--- src/rtl/loop_ctrl_if.sv ---
// Bundle of the loop controller's button, codec and sound RAM signals.
// The slave modport is the controller's view; master is the surrounding system.
interface loop_ctrl_if;
    logic        rec_btn;
    logic        play_btn;
    logic        stop_btn;
    logic        in_valid;
    logic [23:0] in_sample;
    logic        out_ready;
    logic [15:0] ram_addr;
    logic        ram_we;
    logic [23:0] ram_wdata;
    logic [23:0] ram_rdata;
    logic [23:0] out_sample;
    logic        out_valid;
    logic [15:0] loop_len;
    logic [1:0]  state;

    modport slave (
        input  rec_btn, play_btn, stop_btn, in_valid, in_sample, out_ready, ram_rdata,
        output ram_addr, ram_we, ram_wdata, out_sample, out_valid, loop_len, state
    );

    modport master (
        output rec_btn, play_btn, stop_btn, in_valid, in_sample, out_ready, ram_rdata,
        input  ram_addr, ram_we, ram_wdata, out_sample, out_valid, loop_len, state
    );
endinterface

--- src/rtl/loop_ctrl.sv ---
// Audio loop recorder: records codec samples into an external sound RAM and
// plays them back cyclically, with a two-cycle fetch pipeline toward the codec.
module loop_ctrl #(
    parameter int unsigned DEPTH = 64
) (
    input  logic        clk,
    input  logic        reset,
    loop_ctrl_if.slave  bus
);

    typedef enum logic [1:0] {
        IDLE   = 2'd0,
        RECORD = 2'd1,
        PLAY   = 2'd2
    } state_t;

    localparam logic [15:0] LAST_ADDR = 16'(DEPTH - 1);
    localparam logic [15:0] FULL_LEN  = 16'(DEPTH);

    state_t      state_q, state_d;
    logic [15:0] rec_ptr_q, rec_ptr_d;
    logic [15:0] play_ptr_q, play_ptr_d;
    logic [15:0] loop_len_q, loop_len_d;
    logic        fetch_q, fetch_d;
    logic        silent_q, silent_d;
    logic [23:0] out_sample_q, out_sample_d;
    logic        out_valid_q, out_valid_d;

    logic        wr_en;
    logic [15:0] rec_cnt;
    logic        accept;

    always_comb begin
        state_d      = state_q;
        rec_ptr_d    = rec_ptr_q;
        play_ptr_d   = play_ptr_q;
        loop_len_d   = loop_len_q;

        wr_en   = (state_q == RECORD) && bus.in_valid;
        rec_cnt = rec_ptr_q + {15'd0, wr_en};

        // A request is only taken while neither pipeline stage is busy.
        accept      = bus.out_ready && !fetch_q && !out_valid_q;
        fetch_d     = accept;
        silent_d    = (state_q != PLAY);
        out_valid_d = fetch_q;
        out_sample_d = out_sample_q;
        if (fetch_q) begin
            out_sample_d = silent_q ? '0 : bus.ram_rdata;
        end

        case (state_q)
            IDLE: begin
                if (bus.stop_btn) begin
                    state_d = IDLE;
                end else if (bus.rec_btn) begin
                    state_d   = RECORD;
                    rec_ptr_d = '0;
                end else if (bus.play_btn && (loop_len_q != '0)) begin
                    state_d    = PLAY;
                    play_ptr_d = '0;
                end
            end
            RECORD: begin
                if (bus.stop_btn) begin
                    loop_len_d = rec_cnt;
                    play_ptr_d = '0;
                    state_d    = (rec_cnt != '0) ? PLAY : IDLE;
                end else if (wr_en && (rec_ptr_q == LAST_ADDR)) begin
                    loop_len_d = FULL_LEN;
                    play_ptr_d = '0;
                    state_d    = PLAY;
                end else begin
                    rec_ptr_d = rec_cnt;
                end
            end
            PLAY: begin
                if (bus.stop_btn) begin
                    state_d = IDLE;
                end else if (bus.rec_btn) begin
                    state_d   = RECORD;
                    rec_ptr_d = '0;
                end else if (accept) begin
                    play_ptr_d = (play_ptr_q == loop_len_q - 16'd1) ? '0 : play_ptr_q + 16'd1;
                end
            end
            default: begin
                state_d = IDLE;
            end
        endcase
    end

    always_ff @(posedge clk) begin
        if (reset) begin
            state_q      <= IDLE;
            rec_ptr_q    <= '0;
            play_ptr_q   <= '0;
            loop_len_q   <= '0;
            fetch_q      <= 1'b0;
            silent_q     <= 1'b0;
            out_sample_q <= '0;
            out_valid_q  <= 1'b0;
        end else begin
            state_q      <= state_d;
            rec_ptr_q    <= rec_ptr_d;
            play_ptr_q   <= play_ptr_d;
            loop_len_q   <= loop_len_d;
            fetch_q      <= fetch_d;
            silent_q     <= silent_d;
            out_sample_q <= out_sample_d;
            out_valid_q  <= out_valid_d;
        end
    end

    assign bus.ram_we     = wr_en && !reset;
    assign bus.ram_addr   = (state_q == RECORD) ? rec_ptr_q : play_ptr_q;
    assign bus.ram_wdata  = bus.in_sample;
    assign bus.out_sample = out_sample_q;
    assign bus.out_valid  = out_valid_q;
    assign bus.loop_len   = loop_len_q;
    assign bus.state      = state_q;

endmodule

--- src/flat_wrapper.sv ---
// flat-port wrapper written by rule: the top's interface ports become plain ports
module loop_ctrl_flat 
#(
    parameter int unsigned DEPTH = 64
)
  (clk, reset, bus_rec_btn, bus_play_btn, bus_stop_btn, bus_in_valid, bus_in_sample, bus_out_ready, bus_ram_rdata, bus_ram_addr, bus_ram_we, bus_ram_wdata, bus_out_sample, bus_out_valid, bus_loop_len, bus_state);
  loop_ctrl_if bus_i ();
  input  logic clk;
  input  logic reset;
  input wire logic [$bits(bus_i.rec_btn)-1:0] bus_rec_btn;
  input wire logic [$bits(bus_i.play_btn)-1:0] bus_play_btn;
  input wire logic [$bits(bus_i.stop_btn)-1:0] bus_stop_btn;
  input wire logic [$bits(bus_i.in_valid)-1:0] bus_in_valid;
  input wire logic [$bits(bus_i.in_sample)-1:0] bus_in_sample;
  input wire logic [$bits(bus_i.out_ready)-1:0] bus_out_ready;
  input wire logic [$bits(bus_i.ram_rdata)-1:0] bus_ram_rdata;
  output wire logic [$bits(bus_i.ram_addr)-1:0] bus_ram_addr;
  output wire logic [$bits(bus_i.ram_we)-1:0] bus_ram_we;
  output wire logic [$bits(bus_i.ram_wdata)-1:0] bus_ram_wdata;
  output wire logic [$bits(bus_i.out_sample)-1:0] bus_out_sample;
  output wire logic [$bits(bus_i.out_valid)-1:0] bus_out_valid;
  output wire logic [$bits(bus_i.loop_len)-1:0] bus_loop_len;
  output wire logic [$bits(bus_i.state)-1:0] bus_state;
  assign bus_i.rec_btn = bus_rec_btn;
  assign bus_i.play_btn = bus_play_btn;
  assign bus_i.stop_btn = bus_stop_btn;
  assign bus_i.in_valid = bus_in_valid;
  assign bus_i.in_sample = bus_in_sample;
  assign bus_i.out_ready = bus_out_ready;
  assign bus_i.ram_rdata = bus_ram_rdata;
  assign bus_ram_addr = bus_i.ram_addr;
  assign bus_ram_we = bus_i.ram_we;
  assign bus_ram_wdata = bus_i.ram_wdata;
  assign bus_out_sample = bus_i.out_sample;
  assign bus_out_valid = bus_i.out_valid;
  assign bus_loop_len = bus_i.loop_len;
  assign bus_state = bus_i.state;
  loop_ctrl #(.DEPTH(DEPTH)) u_core (.clk(clk), .reset(reset), .bus(bus_i));
endmodule
--- config.mk ---
export PLATFORM = sky130hd
export DESIGN_NAME = loop_ctrl_flat
export DESIGN_NICKNAME = d
export VERILOG_FILES = /design/src/rtl/loop_ctrl_if.sv /design/src/rtl/loop_ctrl.sv /design/src/flat_wrapper.sv
export SDC_FILE = /design/constraint.sdc
export NUM_CORES = 1
export LEC_CHECK = 0
export BUFFER_PORTS_ARGS = -buffer_cell sky130_fd_sc_hd__buf_2
export CORE_ASPECT_RATIO = 1.5
export CORE_UTILIZATION = 55
export DETAILED_ROUTE_END_ITERATION = 7
export PLACE_DENSITY = 0.84
export SLEW_MARGIN = 20
export SYNTH_ARGS = -nofsm -noshare
export SYNTH_HDL_FRONTEND = slang
export SYNTH_SLANG_ARGS = --single-unit
--- constraint.sdc ---
create_clock -name clk -period 4.35 [get_ports clk]
set_clock_uncertainty 0.1 [all_clocks]
set_input_delay 0.435 -clock clk [delete_from_list [all_inputs] [get_ports clk]]
set_output_delay 0.435 -clock clk [all_outputs]
set_load 0.05 [all_outputs]
### Yosys cells after proc, flatten, opt, wreduce, memory -nomap -nowiden

Index checks and enable logic that the tools add are counted.

| storage, ports and cells | value |
|---|---|
| logic and storage cells | 77 |
| flip-flop bits (word level) | 77 |
| input bits | 55 |
| output and inout bits | 84 |

| operators by class | value |
|---|---|
| add/sub/neg operators | 3 |
| mux-type cells | 28 |
| eq/ne operators | 18 |
| reduce and logical (&&, ||, !) cells | 20 |

Operators with widths:

| kind | number |
|---|---|
| 16-bit two-way mux | 16 |
| 16-bit case mux with 3 select lines | 1 |
| 16-bit case mux with 2 select lines | 1 |
| 16-bit nonzero test | 2 |
| 24-bit two-way mux | 1 |
| 16-bit by 1-bit adder with 16-bit output | 1 |
| 16-bit by 1-bit adder with 16-bit output (second input constant) | 1 |
| 16-bit equality test | 1 |
| 16-bit by 6-bit equality test with 1-bit output (second input constant) | 1 |
| 2-bit two-way mux | 8 |
| 2-bit inequality test (second input constant) | 8 |
| 16-bit by 1-bit subtractor with 16-bit output (second input constant) | 1 |
| 8-bit AND reduction | 1 |
| 1-bit logical AND | 6 |
| 2-bit by 1-bit inequality test with 1-bit output (second input constant) | 3 |
| 3-bit inequality test (second input constant) | 2 |
| 2-bit case mux with 3 select lines | 1 |
| 5-bit AND reduction | 1 |
| 4-bit by 3-bit inequality test with 1-bit output (second input constant) | 1 |
| 2-bit nonzero test | 2 |
| 1-bit logical NOT | 3 |
| 3-bit AND reduction | 1 |
| 3-bit nonzero test | 1 |
| 2-bit by 1-bit equality test with 1-bit output (second input constant) | 1 |
| other kinds (4) | 4 |

### Logic depth before layout (Yosys ltp)

| depth | value |
|---|---|
| depth after elaboration | 7 |
| depth in mapped cells | 11 |
| gate-level depth less buffers | 10 |

### Least setup slack after synthesis

Ideal clock, no wire load.

| timing path | value |
|---|---|
| path type | reg-to-reg |
| start | register u_core.loop_len_q[0] (netlist: u_core.bus.loop_len[0]) |
| end | register u_core.play_ptr_q[13] |
| required time | 4.135 ns |
| clock period less this slack | 3.153 ns |
| arrival time | 2.939 ns |
| setup time | 0.115 ns |
| buffers on the path | 2 |
| stages on the path, launching flop included | 12 |
| path slack | 1.197 ns |
| cell sequence | dfxtp_1 -> inv_1 -> ha_1 -> or3b_2 -> clkbuf_1 -> or4_1 -> nand3_1 -> a21boi_1 -> or3_4 -> o31ai_4 -> buf_6 -> nor2_1 |

| on the way | value |
|---|---|
| cells in the longest elaborated chain, start to end | 7 |
| elaborated cells on any way between the ends | 11 |
| classes of those cells | add/sub: 1; eq/ne: 2; mux: 5; reduce/logical: 3 |

Ends and longest elaborated chain:

| what | line | text |
|---|---|---|
| from (decl) | loop_ctrl.sv:23 | `logic [15:0] loop_len_q, loop_len_d;` |
| from (signal assigned) | loop_ctrl.sv:107 | `loop_len_q <= loop_len_d;` |
| 16-bit by 1-bit subtractor with 16-bit output | loop_ctrl.sv:84 | `play_ptr_d = (play_ptr_q == loop_len_q - 16'd1) ? '0 : play_ptr_q + 16'd1;` |
| 16-bit equality test | loop_ctrl.sv:84 |  |
| 16-bit two-way mux | loop_ctrl.sv:84 |  |
| 16-bit two-way mux | loop_ctrl.sv:83 | `end else if (accept) begin` |
| 16-bit two-way mux | loop_ctrl.sv:80 | `end else if (bus.rec_btn) begin` |
| 16-bit two-way mux | loop_ctrl.sv:78 | `if (bus.stop_btn) begin` |
| 16-bit case mux with 3 select lines | loop_ctrl.sv:52 | `case (state_q)` |
| to (signal assigned) | loop_ctrl.sv:106 | `play_ptr_q <= play_ptr_d;` |
| to (decl) | loop_ctrl.sv:22 | `logic [15:0] play_ptr_q, play_ptr_d;` |

Parallel ways exist; a longest one is shown, timed or not. The select of a mux whose other input is x is not followed.
A chain may end at the register's enable or synchronous reset.

### Worst setup path in the final report

Ends and elaborated chain as after synthesis.

==> flow_metrics.env <==
export IMPL_run_status="complete, no violations"
export IMPL_grt_use_total_pct=29.5
export IMPL_hold_path_startpoint="bus_ram_rdata[10]"
export IMPL_reg2reg_to="u_core.play_ptr_q[13]"
export IMPL_fp_dieW_um=74.8
export IMPL_arrival_ns=3.41
export IMPL_cts_repair_resize_count=0
export IMPL_nFillCells=668
export IMPL_htreeDepth=3
export IMPL_tritoncts_num_buffers=9
export IMPL_clock_insertion_delay_worst_skew_ns=0.35
export IMPL_path_class="reg -> reg"
export IMPL_reg2reg_setup_slack_ns=1.05
export IMPL_place_hpwl_mm=8.68
export IMPL_startpoint="u_core.bus.loop_len[0]"
export IMPL_port_buffers=90
export IMPL_synthesis_area_per_instance_um2=7.56
export IMPL_synthDistinctLibCells=55
export IMPL_timing_max_cap_violations=0
export IMPL_initial_antenna_violation_count=0
export IMPL_post_layout_total_power_mw=1.59
export IMPL_finalWirelength_mm=12.0
export IMPL_clock_root_buffer="clkbuf_16"
export IMPL_slew_headroom_pct=37.5
export IMPL_most_common_layout_cells="90 x nor2_1, 90 x buf_2, 77 x dfxtp_1"
export IMPL_n_antenna_cell=0
export IMPL_start_kind="flip-flop"
export IMPL_post_synth_inst_count=578
export IMPL_initial_utilization_pct=57.0
export IMPL_synth_main_ff_cell="dfxtp_1"
export IMPL_setup_repair_after_global_routing_missed_its_margin="no"
export IMPL_yosys_warnings=0
export IMPL_postCtsHoldBufs=0
export IMPL_period_minus_slack_ns=3.30
export IMPL_worstMarginPinSlew_ns=0.935
export IMPL_setup_worst_path_end="u_core.play_ptr_q[13]"
export IMPL_worst_r2r_path_depth=9
export IMPL_design_core_area_um2=7660
export IMPL_route_detailed_vias_per_inst=5.89
export IMPL_die_y_um=111
export IMPL_critical_path_required_ns=4.46
export IMPL_ioPinCount=139
export IMPL_setup_violations_final=0
export IMPL_hold_class="in -> reg"
export IMPL_power_ir_vdd_worst_mv=0.232
export IMPL_final_max_slew_viol_count=0
export IMPL_fin_hold_viols=0
export IMPL_yosys_register_bits=77
export IMPL_postCtsSetupRepairBufs=0
export IMPL_synth_seq_area_share_pct=35.3
export IMPL_syn_cell_area_um2=4370
export IMPL_grt_max_degree=40
export IMPL_design_final_nets=682
export IMPL_first_global_vias=3925
export IMPL_cellLeakagePower_nw=2.16
export IMPL_cts_max_path_buffers=2
export IMPL_grt_overflow_total=0
export IMPL_syn_nets=637
export IMPL_routed_wire_length_per_instance_um=16.4
export IMPL_post_route_drc_count=0
export IMPL_firstDrtPassIters=7
export IMPL_clkSinkCount=77
export IMPL_number_of_synthesized_flops_with_an_enable_pin=0
export IMPL_min_path_cells=3
export IMPL_setup_total_negative_slack_ns=0
export IMPL_path_max_fanout=14
export IMPL_gpl_final_weighted_congestion=0.962
export IMPL_grt_first_pass_wirelength_mm=18.8
export IMPL_vias=4298
export IMPL_area_growth_syn_to_layout_pct=13.2
export IMPL_r2r_start="u_core.bus.loop_len[0]"
export IMPL_layout_drive_gt1_share_pct=19.3
export IMPL_pwr_density_nw_per_um2=321
export IMPL_layout_worst_path_cycle_share_pct=75.8
export IMPL_worstSetupEndpointType="flip-flop"
export IMPL_die_area_um2=8310
export IMPL_fmaxAchievable_mhz=303
export IMPL_synthArstFlopShare_pct=0
export IMPL_std_cell_rows=39
export IMPL_initialDrtViolationCount=362
export IMPL_cts_tree="built"
export IMPL_cts_clk_slew_worst_paths_ns=0.06
export IMPL_ant_nets=0
==> worst min path at each step <==
stage,end,slack (ns)
after floorplan,u_core.play_ptr_q[14],0.39
after global placement,u_core.bus.out_sample[15],0.35
after detailed placement,u_core.bus.out_sample[15],0.40
after CTS,u_core.bus.out_sample[10],0.21
after global routing,u_core.bus.out_sample[23],0.22
final,u_core.bus.out_sample[10],0.21
==> Yosys cell counts, drive strengths merged, types with 3 or more instances <==
cell type | n | share of area (%)
nor2 | 91 | 8.0
dfxtp | 77 | 35
nand2 | 68 | 5.8
a21oi | 43 | 4.9
clkbuf | 33 | 2.8
nor2b | 31 | 4.4
buf | 27 | 4.6
xnor2 | 24 | 4.8
nand3 | 23 | 2.6
xor2 | 22 | 4.4
nor3 | 17 | 1.9
nand4 | 14 | 2.0
a22oi | 12 | 2.1
a31oi | 8 | 1.1
inv | 8 | 0.69
o21ai | 8 | 0.92
nand2b | 5 | 0.72
nor4 | 5 | 0.72
or3 | 5 | 0.83
or4 | 5 | 0.95
and3 | 4 | 0.57
ha | 4 | 1.1
nand3b | 4 | 0.69
o211ai | 4 | 0.69
or2 | 4 | 0.57
and4 | 3 | 0.60
nor3b | 3 | 0.52
==> cells by family (layout without fill, tap and decap cells) <==
kind of cell    Yosys count  after routing  share of synthesized area [%]
compound gates           93             93                           13.4
xor+xnor                 46             46                           9.22
fa+ha+maj                 4              4                           1.15
buf+inv                  68            118                           8.11
flops                    77             77                           35.3
mux                       2              2                          0.487
simple gates            288            288                           32.3
==> per-stage QoR <==
step | util, % | worst slack, ns | instance area (µm²) | cells | hold slack [ns]
after floorplan | - | 1.20 | 4370 | 578 | 0.394
after global placement | 60.7 | 1.22 | 4650 | 714 | 0.353
after detailed placement | 60.7 | 1.10 | 4650 | 714 | 0.401
after CTS | 64.5 | 1.08 | 4940 | 730 | 0.215
after global routing | 64.5 | 0.839 | 4940 | 730 | 0.225
final | 64.5 | 1.05 | 4940 | 730 | 0.210
==> power breakdown <==
group / internal (mW) / switching (mW)
Combinational: 0.0384 / 0.0881
Sequential: 0.715 / 0.0102
Clock: 0.422 / 0.314
==> sequential cells by signal, summed over array words and instances, names as in the netlist <==
| name | count |
|---|---|
| u_core.bus.out_sample | 24 |
| u_core.bus.out_valid | 1 |
| u_core.rec_ptr_q | 16 |
| u_core.silent_q | 1 |
| u_core.bus.state | 2 |
| u_core.fetch_q | 1 |
| u_core.bus.loop_len | 16 |
| u_core.play_ptr_q | 16 |
==> layout make-up <==
class	count	area (µm²)	share of cell area [%]
Clock inverter	5	40.0	0.810
Sequential cell	77	1540	31.2
Tap cell	102	128	2.58
Timing Repair Buffer	94	480	9.72
Inverter	8	30.0	0.607
Clock buffer	11	253	5.11
Multi-Input combinational cell	433	2470	50.0
==> critical path, stage by stage (launching register included) <==
cell,delay [ns]
dfxtp_1,0.39
inv_1,0.09
ha_1,0.26
nor3b_1,0.44
xnor2_1,0.18
a31oi_1,0.09
or4_1,0.56
or3_4,0.42
o31ai_4,0.53
nor2_1,0.11
==> layer usage <==
layer	wire, µm	vias to the layer above	part of all wire, %	global-route usage (%)
li1	-	2043	-	-
met1	4590	2027	38	34.0
met2	6130	189	51	48.9
met3	779	39	6.5	6.45
met4	485	0	4.0	16.4
met5	0	-	0	0
Power figures use the tool's default switching activity.
